### config.mk
export PLATFORM = sky130hd
export DESIGN_NAME = market_gen_multi
export DESIGN_NICKNAME = d
export VERILOG_FILES = /design/src/rtl/market_gen_multi.sv
export SDC_FILE = /design/constraint.sdc
export NUM_CORES = 1
export LEC_CHECK = 0
export CAP_MARGIN = 0
export CORE_MARGIN = 3
export CORE_UTILIZATION = 60
export CTS_BUF_LIST = sky130_fd_sc_hd__clkbuf_4 sky130_fd_sc_hd__clkbuf_8
export CTS_CLUSTER_SIZE = 12
export DETAILED_ROUTE_END_ITERATION = 10
export MAX_ROUTING_LAYER = met4
export PLACE_DENSITY = 0.81
export SYNTH_ARGS = -nofsm -noshare
export SYNTH_HDL_FRONTEND = slang
export SYNTH_SLANG_ARGS = --single-unit
### constraint.sdc
create_clock -name clk -period 6.6 [get_ports clk]
set_clock_uncertainty 0.1 [all_clocks]
set_input_delay 1.98 -clock clk [delete_from_list [all_inputs] [get_ports clk]]
set_output_delay 1.98 -clock clk [all_outputs]
set_load 0.01 [all_outputs]
### src/rtl/market_gen_multi.sv
// Multi-symbol synthetic market feed: an enable-gated tick divider triggers a
// bounded random-walk price update per symbol (round-robin) under valid/ready.
module market_gen_multi #(
  parameter int unsigned  N_SYM       = 4,
  parameter int unsigned  PRICE_W     = 16,
  parameter int unsigned  CLK_DIV     = 100000,
  parameter int unsigned  PRICE_MIN   = 100,
  parameter int unsigned  PRICE_MAX   = 60000,
  parameter int unsigned  START_PRICE = 1000,
  parameter int unsigned  STEP_W      = 3,
  parameter logic [15:0]  SEED        = 16'hACE1
) (
  input  logic               clk,
  input  logic               rst,
  input  logic               en,
  input  logic               ready,
  output logic               valid,
  output logic [3:0]         sym_id,
  output logic [PRICE_W-1:0] price,
  output logic [15:0]        seq,
  output logic [15:0]        dropped
);

  localparam int unsigned CNT_W = $clog2(CLK_DIV);
  localparam int unsigned IDX_W = (N_SYM > 1) ? $clog2(N_SYM) : 1;
  localparam logic [PRICE_W:0] PMIN_X = (PRICE_W+1)'(PRICE_MIN);
  localparam logic [PRICE_W:0] PMAX_X = (PRICE_W+1)'(PRICE_MAX);

  typedef enum logic [1:0] {IDLE, CALC, HOLD} state_t;

  state_t             state_q, state_d;
  logic [CNT_W-1:0]   cnt_q, cnt_d;
  logic [15:0]        lfsr_q, lfsr_d;
  logic [IDX_W-1:0]   ptr_q, ptr_d;
  logic [15:0]        seq_q, seq_d;
  logic [15:0]        dropped_q, dropped_d;
  logic [3:0]         sym_q, sym_d;
  logic [PRICE_W-1:0] price_q, price_d;
  logic [PRICE_W-1:0] prices_q [N_SYM];

  logic               tick, hs;
  logic [PRICE_W:0]   p_x, step_x, sum_x;
  logic [PRICE_W-1:0] new_p;

  assign tick = en && (cnt_q == CNT_W'(CLK_DIV - 1));
  assign hs   = (state_q == HOLD) && ready;

  // Arithmetic is one bit wider than the price so p+step cannot wrap before clamping.
  always_comb begin
    p_x    = {1'b0, prices_q[ptr_q]};
    step_x = (PRICE_W+1)'(lfsr_q[STEP_W:1]) + (PRICE_W+1)'(1);
    sum_x  = p_x + step_x;
    if (lfsr_q[0])
      new_p = PRICE_W'((sum_x > PMAX_X) ? PMAX_X : sum_x);
    else
      new_p = PRICE_W'((p_x < PMIN_X + step_x) ? PMIN_X : p_x - step_x);
  end

  always_comb begin
    state_d   = state_q;
    cnt_d     = cnt_q;
    lfsr_d    = lfsr_q;
    ptr_d     = ptr_q;
    seq_d     = seq_q;
    dropped_d = dropped_q;
    sym_d     = sym_q;
    price_d   = price_q;

    if (en) cnt_d = tick ? '0 : cnt_q + CNT_W'(1);

    if (tick && (state_q != IDLE) && (dropped_q != '1))
      dropped_d = dropped_q + 16'd1;

    case (state_q)
      IDLE: if (tick) state_d = CALC;
      CALC: begin
        state_d = HOLD;
        lfsr_d  = {lfsr_q[0] ^ lfsr_q[2] ^ lfsr_q[3] ^ lfsr_q[5], lfsr_q[15:1]};
        sym_d   = 4'(ptr_q);
        price_d = new_p;
      end
      HOLD: if (ready) begin
        state_d = IDLE;
        seq_d   = seq_q + 16'd1;
        ptr_d   = (ptr_q == IDX_W'(N_SYM - 1)) ? '0 : ptr_q + IDX_W'(1);
      end
      default: state_d = IDLE;
    endcase
  end

  always_ff @(posedge clk or posedge rst) begin
    if (rst) begin
      state_q   <= IDLE;
      cnt_q     <= '0;
      lfsr_q    <= SEED;
      ptr_q     <= '0;
      seq_q     <= '0;
      dropped_q <= '0;
      sym_q     <= '0;
      price_q   <= '0;
      for (int unsigned i = 0; i < N_SYM; i++)
        prices_q[i] <= PRICE_W'(START_PRICE);
    end else begin
      state_q   <= state_d;
      cnt_q     <= cnt_d;
      lfsr_q    <= lfsr_d;
      ptr_q     <= ptr_d;
      seq_q     <= seq_d;
      dropped_q <= dropped_d;
      sym_q     <= sym_d;
      price_q   <= price_d;
      if (state_q == CALC) prices_q[ptr_q] <= new_p;
    end
  end

  assign valid   = (state_q == HOLD) && !hs ? 1'b1 : (state_q == HOLD);
  assign sym_id  = sym_q;
  assign price   = price_q;
  assign seq     = seq_q;
  assign dropped = dropped_q;

endmodule

* Word-level counts from Yosys, hierarchy flattened
Index checks and enable logic that the tools add are counted.
** Operators by class
- Order comparisons :: 4
- Bitwise gates (word level) :: 4
- Multiplexer cells :: 15
- Equality and inequality tests :: 7
- Add/sub/neg operators :: 8
- Reductions and logical operators :: 11
** Operators with widths (number)
- 16-bit two-way mux :: 6
- 64-bit bitwise mux :: 1
- 16-bit by 1-bit adder with 16-bit output, second input constant :: 2
- 16-bit binary-select mux with 2-bit select :: 1
- 16-bit demux with 2-bit select :: 1
- 16-bit by 4-bit adder with 17-bit output :: 1
- 17-bit by 1-bit adder with 17-bit output, second input constant :: 1
- 17-bit == test, second input constant :: 1
- 17-bit by 16-bit > comparator with 1-bit output, second input constant :: 1
- 17-bit two-way mux :: 1
- 16-bit by 8-bit < comparator with 1-bit output :: 1
- 16-bit inequality test, second input constant :: 1
- 16-bit by 4-bit subtractor with 16-bit output :: 1
- 7-bit by 4-bit adder with 8-bit output, first input constant :: 1
- 1-bit logical AND :: 6
- 2-bit two-way mux :: 3
- 2-bit one-hot mux with 3 select lines :: 1
- 3-bit by 1-bit adder with 4-bit output, second input constant :: 1
- 2-bit == test, second input constant :: 2
- 2-bit inequality test, second input constant :: 2
- 2-bit AND reduction :: 2
- 3-bit greater-or-equal comparator, second input constant :: 1
- 3-bit by 1-bit < comparator with 1-bit output, second input constant :: 1
- 2-bit NOT with 3-bit output :: 1
- other kinds (7) :: 9
** Storage, ports and cells
- Output and inout port bits :: 53
- Register bits :: 151

* Longest topological paths before layout
Gate-level depths: netlist of the first run.
- Depth after elaboration :: 9
- Depth in mapped cells :: 17
- Mapped depth without buffers :: 13

* Worst setup path after synthesis of the first run
Ideal clock, no wire load.
- Kind :: register to register
- Start :: reg ptr_q[0]
- End :: reg prices_q[12] in the netlist's numbering
- Path buffers :: 4
- Period minus slack after synthesis :: 4294 ps
- Cell stages (with the launch flop) :: 15
- Slack :: 2306 ps
- Data required time :: 6353 ps
- Arrival time :: 4048 ps
- Cell sequence :: dfrtp_1 > buf_6 > buf_2 > mux4_2 > ha_1 > clkbuf_1 > inv_1 > a221oi_1 > nor4b_4 > a32o_1 > nor4_4 > o21ai_4 > buf_6 > a2111oi_0 > a311oi_1
** Between the ends
- Longest elaborated chain between the ends :: 9
** Ends and longest elaborated chain
- start: declaration :: RTL line 34 : logic [IDX_W-1:0] ptr_q, ptr_d;
- start signal: assignment :: RTL line 107 : ptr_q <= ptr_d;
- 2-bit NOT with 3-bit output (not written as such) (*) :: RTL line 50, 112
- 16-bit binary-select mux with 2-bit select :: RTL line 50 : p_x = {1'b0, prices_q[ptr_q]};
- 16-bit two-way mux (not written as such) (2 in series) :: RTL line 50
- 16-bit by 4-bit adder with 17-bit output :: RTL line 52 : sum_x = p_x + step_x;
- 17-bit by 16-bit > comparator with 1-bit output :: RTL line 54 : new_p = PRICE_W'((sum_x > PMAX_X) ? PMAX_X : sum_x);
- 16-bit two-way mux :: RTL line 54
- 16-bit two-way mux :: RTL line 53 : if (lfsr_q[0])
- 64-bit bitwise mux (*) :: RTL line 112 : if (state_q == CALC) prices_q[ptr_q] <= new_p;
- end signal: indexed assignment :: RTL line 102 : prices_q[i] <= PRICE_W'(START_PRICE);
- end signal: indexed assignment :: RTL line 112
- end: declaration :: RTL line 39 : logic [PRICE_W-1:0] prices_q [N_SYM];
Every way passes the cells marked *; elsewhere a longest branch is shown, timed or not. The select of a mux whose other input is x is not followed.
A chain may end at the register's enable or synchronous reset.

* Worst setup path in the final report of the first run
- Start :: reg ptr_q[0]
- End :: reg prices_q[60] in the netlist's numbering
Same word-level chain as after synthesis.

==> results.tsv, run 1 <==
metric	value	unit
Max Cap Viol	0	
vias in the first global route	6559	
Routed WL	19.1	mm
setup_tns	0	ns
CTS root buf	clkbuf_8	
post-DP HPWL	13.0	mm
Die Y	123	um
post_cts resized	0	
Rel. slew slack	0.269	
Nets	905	
vias post-DR	6599	
Syn Inst Count	849	
Most used DFF post-synth	dfrtp_1	
WS Path Type	reg -> reg	
RSZ-0062 raised after global routing	no	
most common cell in the netlist	nand2_1	
layout cell share with drive strength beyond 1	0.121	
number of distinct library cells after synthesis	68	
Post-CTS Setup Bufs	0	
register area share after synthesis	0.467	
Worst setup SP type	register	
Mapped Avg Cell Area	9.63	um2
Mapped Area	0.00818	mm2
Ports	57	
drt pass-1 iters	5	
Max Freq	184	MHz
hold_buf cts	0	
Port Buffers	54	
Seq cells post-synth	151	
Core ar.	0.0133	mm2
GRT overflow	0	
initial antenna violation count	0	
clock slew at reported path FFs	0.09	ns
placed insts	1038	
Post-route DRC	0	
Hold Fails Final Rpt	0	
Reg2Reg Launch Point	ptr_q[0]	
status	finished clean	
area fraction of the dominant cell type after synthesis	0.364	
cell taking the most area after synthesis	dfrtp_1	
Final period util	0.824	
Pwr per Cell Area	195	mW/mm2
GR Util All Layers	0.276	
peak supply drop	0.186	mV
starting density of the core	0.615	
CP peak stage delay	0.95	ns
Setup-failing EPs final	0	
Hold WC Path Type	reg -> reg	
critical path cell sequence	mux4_2 > ha_1 > inv_1 > a221oi_1 > nor4_1 > xnor2_1 > a211oi_1 > a2bb2oi_1 > o21ai_4 > buf_4 > a31oi_1 > a311oi_1	
die area	0.0151	mm2
first-pass GRT wire length	31.8	mm
H-tree depth	4	
Hold Startpoint	lfsr_q[11]	
reg2reg setup slack	1.16	ns
most frequent cells after synthesis	nand2_1, dfrtp_1, nor2_1, o21ai_0, nand3_1	
async set or reset register ratio after synthesis	1.00	
Worst Tran Pin Value	1.09	ns
GPL Wtd Cong	0.939	
FF-to-FF path depth	12	
clk buf depth	2	
CP arrival	5.68	ns
Antenna Nets Post-Route	0	
critical-path maximum fanout	35	
DR WL/cell	17.9	um
Final Critical Period	5.44	ns
R2R Path End	prices_q[60]	
synthesis-to-layout area growth	12.1	%
Pleak	3.79	nW
CTS Sinks	151	
pin count of the biggest net entering global routing	109	
CTS Buf Count	17	
Hold EP	lfsr_q[10]	
Worst setup EP type	register	
width of the chip	123	um
dominant cells by area after synthesis	dfrtp_1, dfstp_2, nand2_1, mux4_2, xnor2_1	
CTS tree	done	
fin cells	1070	
fin. max-slew vios	0	
initial DRC count	551	
warnings from Yosys	0	
critical path data required time	6.84	ns
Critical-path top delay cell	dfrtp_1	
Post-synth EDFFs	0	
row count	42	
Clk Latency, worst-skew pair	0.46	ns
Inserted Diodes	0	
Worst Hold Depth	2	
drt via density	6.17	
layout by cell type, fill, tap and decap left out, types with 4 or more instances in the layout:
cell type / Yosys / final
a2111o_1: 5 / 5
nor2b_1: 5 / 4
buf_4: 4 / 6
xnor2_1: 41 / 41
inv_1: 24 / 23
xor2_1: 19 / 19
a211oi_1: 6 / 6
nand2b_1: 6 / 6
nand2_1: 142 / 142
nor2_1: 72 / 72
clkbuf_8: 0 / 17
mux2i_1: 4 / 4
o21ai_0: 56 / 55
a311oi_1: 10 / 10
and2_0: 4 / 4
and3_1: 10 / 10
a2111oi_0: 15 / 15
a21oi_1: 22 / 22
and2_1: 5 / 5
or2_2: 4 / 4
nor4_1: 6 / 6
ha_1: 18 / 18
dfrtp_1: 119 / 119
o31ai_1: 10 / 10
clkdlybuf4s50_1: 0 / 54
o21a_1: 5 / 5
mux4_2: 16 / 16
o211ai_1: 5 / 5
a31oi_1: 18 / 18
nand3_1: 44 / 44
nand4_1: 7 / 7
inv_6: 0 / 4
nor3_1: 24 / 24
dfstp_2: 32 / 32
registers in the layout (all words and copies together), names as in the netlist, 16 cells and up:
signal	count
prices_q	64
cnt_q	17
dropped	16
lfsr_q	16
price	16
seq	16
how the worst max path moves through the flow:
stage                         from            to  slack (ns)  cells past startpoint
after floorplan                rst      cnt_q[0]        0.51                      1
after global placement    ptr_q[0]     price[12]        1.51                     12
after detailed placement  ptr_q[0]  prices_q[44]        1.24                     12
after CTS                 ptr_q[0]  prices_q[60]        1.25                     12
after global routing      ptr_q[0]     price[12]        0.76                     12
final                     ptr_q[0]  prices_q[60]        1.16                     12
metal layers:
layer | track usage | vias to the layer above | part of all wire
met5 | - | - | 0
met4 | 0.116 | 0 | 0.027
met3 | 0.0687 | 53 | 0.060
met2 | 0.431 | 241 | 0.49
met1 | 0.346 | 3228 | 0.42
li1 | - | 3077 | -
kinds of logic after synthesis:
group / Yosys count / synth area share
compound gates: 179 / 0.149
xor+xnor: 60 / 0.0643
fa+ha+maj: 20 / 0.0324
buf+inv: 72 / 0.0393
flops: 151 / 0.467
mux: 23 / 0.0531
other cells: 1 / 0.000459
simple gates: 343 / 0.194
where the power goes:
part | internal, W | switching (W)
logic | 0.0000383 | 0.0000437
registers | 0.000943 | 0.0000325
clock network | 0.000351 | 0.000378
total | 0.00133 | 0.000454
layout make-up:
| type | count | area (um2) |
|---|---|---|
| Inverter | 24 | 95.1 |
| Multi-Input combinational cell | 627 | 4040 |
| Timing Repair Buffer | 60 | 586 |
| Tap cell | 176 | 220 |
| Fill cell | 1008 | 4130 |
| Clock buffer | 18 | 241 |
| Clock inverter | 14 | 165 |
| Sequential cell | 151 | 3820 |
worst max-delay path: cells and delay by family, from the launching register on:
kind	cells	cell delay, ns
AOI/OAI and AO/OA	6	2.11
buffers and inverters	2	0.53
and+or+nand+nor	1	0.18
adders and majority gates	1	0.59
DFF	1	0.95
xor gates and xnor gates	1	0.19
muxes	1	0.65
stage by stage:
| step | util | setup WS [ns] | hold slack, ns | cell area (um2) | power [W] |
|---|---|---|---|---|---|
| final | 0.690 | 1.16 | 0.359 | 9170 | 0.00179 |
| after global routing | 0.690 | 0.761 | 0.382 | 9170 | 0.00186 |
| after global placement | 0.659 | 1.51 | 0.344 | 8760 | 0.00107 |
| after CTS | 0.690 | 1.25 | 0.363 | 9170 | 0.00180 |
| after detailed placement | 0.659 | 1.24 | 0.350 | 8760 | 0.00107 |
| after floorplan | - | 0.508 | 0.335 | 8180 | 0.00105 |
No activity file was read; power rests on OpenSTA's default activity.
==> run 2, diff against run 1 <==
- CORE_UTILIZATION: 60 -> 55
- PLACE_DENSITY: 0.81 -> 0.78
- clock period: 6.6 -> 4.85 ns (I/O delays scaled with it)
==> run 2 against run 1 <==
Hold slack better by 0.00089 ns; total power up 37%; setup slack worse by 0.71 ns; global-route usage down 2.2 points; routed wire length up 1.2%; critical path type unchanged; largest cell class unchanged.
==> results.tsv, run 2 (synthesis gave the netlist of run 1 again) <==
metric	value	unit	change
critical path cell sequence	mux4_2 > ha_1 > nor2b_1 > a221oi_1 > buf_4 > nor4b_4 > nand4_2 > a32o_1 > nor4_4 > o21ai_4 > buf_4 > a221oi_2 > o31ai_1		
fillers	1148		+14%
Post-CTS Setup Bufs	0		unchanged
CTS Sinks	151		unchanged
Rel. slew slack	0.354		+0.0843
GR Util All Layers	0.254		-0.0224
Max Cap Viol	0		unchanged
Hold Fails Final Rpt	0		unchanged
placed insts	1054		+1.5%
CTS Buf Count	17		unchanged
drt via density	6.01		-2.5%
initial antenna violation count	0		unchanged
first-pass GRT wire length	32.2	mm	+1.1%
status	finished clean		
GRT overflow	0		unchanged
CTS root buf	clkbuf_8		
setup_tns	0	ns	unchanged
Port Buffers	54		unchanged
Max Freq	228	MHz	+24%
critical path data required time	5.10	ns	-1.74 ns
Routed WL	19.3	mm	+1.2%
Setup-failing EPs final	0		unchanged
Final Critical Period	4.39	ns	-1.04 ns
post-DP HPWL	13.0	mm	-0.11%
synthesis-to-layout area growth	13.7	%	
drt pass-1 iters	5		unchanged
Core ar.	0.0142	mm2	+6.8%
most flop-heavy register	prices_q		
width of the chip	128	um	+4.2%
max reg flops	64		unchanged
clk buf depth	2		unchanged
hold_buf cts	0		unchanged
Fin Hold WS	0.360	ns	+0.000886 ns
Area after DPL	0.00888	mm2	+1.4%
power after layout	0.00245	W	+37%
Final period util	0.906		+0.0825
RSZ-0062 raised after global routing	no		
peak supply drop	0.275	mV	+48%
vias post-DR	6528		-1.1%
post-route cell area	0.00930	mm2	+1.4%
Ports	57		unchanged
GPL Wtd Cong	1.00		+6.8%
most frequent cells in the layout	nand2_1, dfrtp_1, nor2_1		
Inserted Diodes	0		unchanged
Critical-path top delay cell	mux4_2		
CP peak stage delay	0.60	ns	-0.35 ns
clock slew at reported path FFs	0.09	ns	about the same
Worst path most repeated cell	buf_4		
Antenna Nets Post-Route	0		unchanged
pin count of the biggest net entering global routing	152		+39%
Pwr per Cell Area	263	mW/mm2	+35%
Die Y	128	um	+4.2%
Nets	917		+1.3%
CTS tree	done		
CP arrival	4.65	ns	-1.03 ns
Post-route DRC	0		unchanged
initial DRC count	523		-5.1%
critical-path maximum fanout	18		-49%
Pleak	3.86	nW	+1.9%
row count	43		+2.4%
Crit path max-delay family	compound AO/OA/AOI/OAI gates		
DR WL/cell	17.8	um	-0.33%
fin. max-slew vios	0		unchanged
H-tree depth	4		unchanged
Hold WC Path Type	reg -> reg		
layout cell share with drive strength beyond 1	0.135		+0.0139
most common cell after layout, fill and taps aside	nand2_1		
vias in the first global route	6468		-1.4%
Critical path buffers and inverters	2		unchanged
fin cells	1086		+1.5%
Clk Latency, worst-skew pair	0.48	ns	+0.02 ns
WS Path Type	reg -> reg		
Worst setup EP type	register		
Worst Tran Pin Value	0.969	ns	-0.122 ns
starting density of the core	0.576		-0.0393
Worst setup SP type	register		
top flop regs	prices_q x64, cnt_q x17		
die area	0.0164	mm2	+8.6%
[run 2: cell types whose count changed in the layout (fill, tap and decap cells not counted), sizes merged]
cell	delta
buf	+12
clkbuf	+1
clkinv	+1
clkinvlp	-1
inv	-1
[run 2: path summary, 6_finish.rpt]
| kind | from | endpoint | slack, ns | depth (start not counted) |
|---|---|---|---|---|
| max in group asynchronous | rst | ptr_q[0] | 2.63 | 3 |
| worst max-delay path | ptr_q[0] | price[7] | 0.46 | 13 |
| min in group asynchronous | rst | dropped[1] | 1.46 | 3 |
| worst min register to register | lfsr_q[6] | lfsr_q[5] | 0.36 | 2 |
| worst min-delay path | lfsr_q[6] | lfsr_q[5] | 0.36 | 2 |
| worst max register to register | ptr_q[0] | price[7] | 0.46 | 13 |
[run 2: timing repair]
item | CTS | global route
hold endpoints to repair | 0 | 0
gates resized for setup | 0 | 1
setup endpoints to repair | 0 | 6
[run 2: layout make-up]
class / count / area (um2) / area share
Tap cell: 180 / 225 / 0.0242
Inverter: 24 / 93.8 / 0.0101
Clock buffer: 19 / 255 / 0.0274
Timing Repair Buffer: 72 / 701 / 0.0753
Multi-Input combinational cell: 627 / 4050 / 0.435
Clock inverter: 13 / 160 / 0.0172
Sequential cell: 151 / 3820 / 0.411
[run 2: where the power goes]
group / switching [W] / leakage, nW / internal, W
Clock: 0.000515 / 0.209 / 0.000492
Sequential: 0.0000362 / 1.96 / 0.00128
Combinational: 0.0000658 / 1.69 / 0.0000552
[run 2: metal layers]
layer	global-route usage	wire length (um)	part of all wire
met4	0.102	604	0.031
met2	0.380	8940	0.46
met1	0.339	8620	0.45
met5	-	0	0
met3	0.0550	1190	0.061
[run 2: worst register-to-register path, delay by kind of cell (launching register included)]
| kind | cells | cell delay [ns] |
|---|---|---|
| AO/OA/AOI/OAI | 5 | 1.14 |
| adder cells (fa/ha/maj) | 1 | 0.35 |
| buffers and inverters | 2 | 0.41 |
| flip-flops | 1 | 0.56 |
| multiplexers | 1 | 0.60 |
| AND/OR/NAND/NOR | 4 | 1.12 |
[run 2: metrics by stage]
step	setup WS, ns	util
after global placement	0.444	0.626
after global routing	0.0963	0.655
after floorplan	0.556	-
after detailed placement	0.321	0.626
after CTS	0.301	0.655
final	0.456	0.655
==> run 3, diff against run 2 <==
- GPL_ROUTABILITY_DRIVEN: default -> 0
==> run 3 against run 2 <==
Die area stayed put; register-to-register slack worse by 0.14 ns; maximum frequency is 3.2% lower; via count is 2.1% higher; critical endpoint is now prices_q[3]; core utilization hardly changed; flip-flop and latch count stayed put; critical path depth is 1 higher; sequential power hardly changed; global-route usage is 0.21 points higher; cell area hardly changed.
==> results.tsv, run 3 (synthesis gave the netlist of run 1 again) <==
metric	value	unit	change
initial antenna violation count	0		unchanged
fin cells	1084		-0.18%
Core ar.	0.0142	mm2	unchanged
CP peak stage delay	0.66	ns	+0.06 ns
starting density of the core	0.576		unchanged
CTS tree	done		
layout cell share with drive strength beyond 1	0.133		-0.00191
Worst setup SP type	register		
Ports	57		unchanged
critical-path maximum fanout	22		+4
max reg flops	64		unchanged
vias post-DR	6663		+2.1%
Critical-path top delay cell	dfrtp_1		
CTS Sinks	151		unchanged
RSZ-0062 raised after global routing	no		
WS Path Type	reg -> reg		
synthesis-to-layout area growth	13.7	%	about the same
Routed WL	19.7	mm	+2.1%
status	finished clean		
fillers	1167		+1.7%
first-pass GRT wire length	32.3	mm	+0.43%
setup_tns	0	ns	unchanged
Die Y	128	um	unchanged
drt pass-1 iters	5		unchanged
Port Buffers	54		unchanged
CTS root buf	clkbuf_8		
peak supply drop	0.324	mV	+18%
critical path cell sequence	mux4_2 > ha_1 > inv_1 > fa_1 > nand2b_1 > a21oi_1 > o2111ai_2 > nor2_1 > xnor2_1 > nor4_4 > o21ai_4 > buf_4 > a2111oi_0 > nor3_1		
Nets	915		-0.22%
drt via density	6.15		+2.3%
clock slew at reported path FFs	0.09	ns	about the same
initial DRC count	670		+28%
Final period util	0.936		+0.0296
critical path data required time	5.13	ns	+0.03 ns
post-DP HPWL	13.1	mm	+0.77%
DR WL/cell	18.2	um	+2.3%
Max Freq	220	MHz	-3.2%
vias in the first global route	6474		+0.093%
CP arrival	4.82	ns	+0.17 ns
most flop-heavy register	prices_q		
GR Util All Layers	0.256		+0.00209
hold_buf cts	0		unchanged
most frequent cells in the layout	nand2_1, dfrtp_1, nor2_1		
die area	0.0164	mm2	unchanged
clk buf depth	2		unchanged
Clk Latency, worst-skew pair	0.47	ns	about the same
GRT overflow	0		unchanged
most common cell after layout, fill and taps aside	nand2_1		
fin. max-slew vios	0		unchanged
width of the chip	128	um	unchanged
Hold WC Path Type	reg -> reg		
Inserted Diodes	0		unchanged
Rel. slew slack	0.162		-0.192
H-tree depth	4		unchanged
Post-route DRC	0		unchanged
top flop regs	prices_q x64, cnt_q x17		
Worst setup EP type	register		
row count	43		unchanged
pin count of the biggest net entering global routing	88		-42%
Hold Fails Final Rpt	0		unchanged
CTS Buf Count	17		unchanged
placed insts	1052		-0.19%
Final Critical Period	4.54	ns	+0.144 ns
Worst Tran Pin Value	1.25	ns	+0.282 ns
Pleak	3.85	nW	-0.37%
Setup-failing EPs final	0		unchanged
Antenna Nets Post-Route	0		unchanged
Max Cap Viol	0		unchanged
Pwr per Cell Area	269	mW/mm2	+2.1%
## run 3: worst max-delay path, delay by kind of cell, from the launching register on
| family | cells | cell delay, ns |
|---|---|---|
| compound gates | 4 | 1.26 |
| simple gates | 4 | 0.96 |
| fa+ha+maj | 2 | 0.67 |
| flops | 1 | 0.66 |
| buf+inv | 2 | 0.32 |
| mux | 1 | 0.31 |
| xor+xnor | 1 | 0.15 |
## run 3: final timing paths
kind,startpoint,depth (start not counted),endpoint,slack [ns]
worst max-delay path,ptr_q[1],14,prices_q[3],0.31
worst min-delay path,lfsr_q[6],2,lfsr_q[5],0.36
worst max register to register,ptr_q[1],14,prices_q[3],0.31
worst min register to register,lfsr_q[6],2,lfsr_q[5],0.36
max in group asynchronous,rst,3,prices_q[8],2.85
min in group asynchronous,rst,3,dropped[0],1.36
## run 3: power by group
part           switching (W)  total [W]  internal (W)
sequential         0.0000345    0.00132       0.00128
clock               0.000528    0.00106      0.000528
combinational      0.0000670   0.000124     0.0000569
## run 3: area by class of cell
type                    instances  area [um2]  share of cell area
flip-flops and latches        151        3820               0.411
clock buffers                  18         241              0.0260
multi-input cells             627        4050               0.435
clock inverters                14         185              0.0199
well taps                     180         225              0.0242
inverters                      24        93.8              0.0101
repair buffers                 70         686              0.0737
## run 3: repair_timing
action	in CTS	in global routing
gates resized for setup	0	1
setup buffers	0	0
endpoints found under the setup margin	0	3
## run 3: per-stage QoR
stage | instance area [um2] | power, W | worst slack [ns] | hold slack [ns] | utilization
after detailed placement | 8870 | 0.00147 | 0.346 | 0.351 | 0.624
after global routing | 9300 | 0.00259 | 0.0232 | 0.383 | 0.655
final | 9300 | 0.00250 | 0.312 | 0.363 | 0.655
after CTS | 9300 | 0.00251 | 0.322 | 0.357 | 0.655
after floorplan | 8190 | 0.00142 | 0.556 | 0.335 | -
after global placement | 8870 | 0.00146 | 0.487 | 0.346 | 0.624
## run 3: per-layer routing
| layer | vias up | track usage | routed length [um] |
|---|---|---|---|
| met3 | 56 | 0.0538 | 1310 |
| met5 | - | - | 0 |
| met2 | 289 | 0.384 | 9270 |
| li1 | 3098 | - | - |
| met1 | 3220 | 0.337 | 8520 |
| met4 | 0 | 0.116 | 641 |
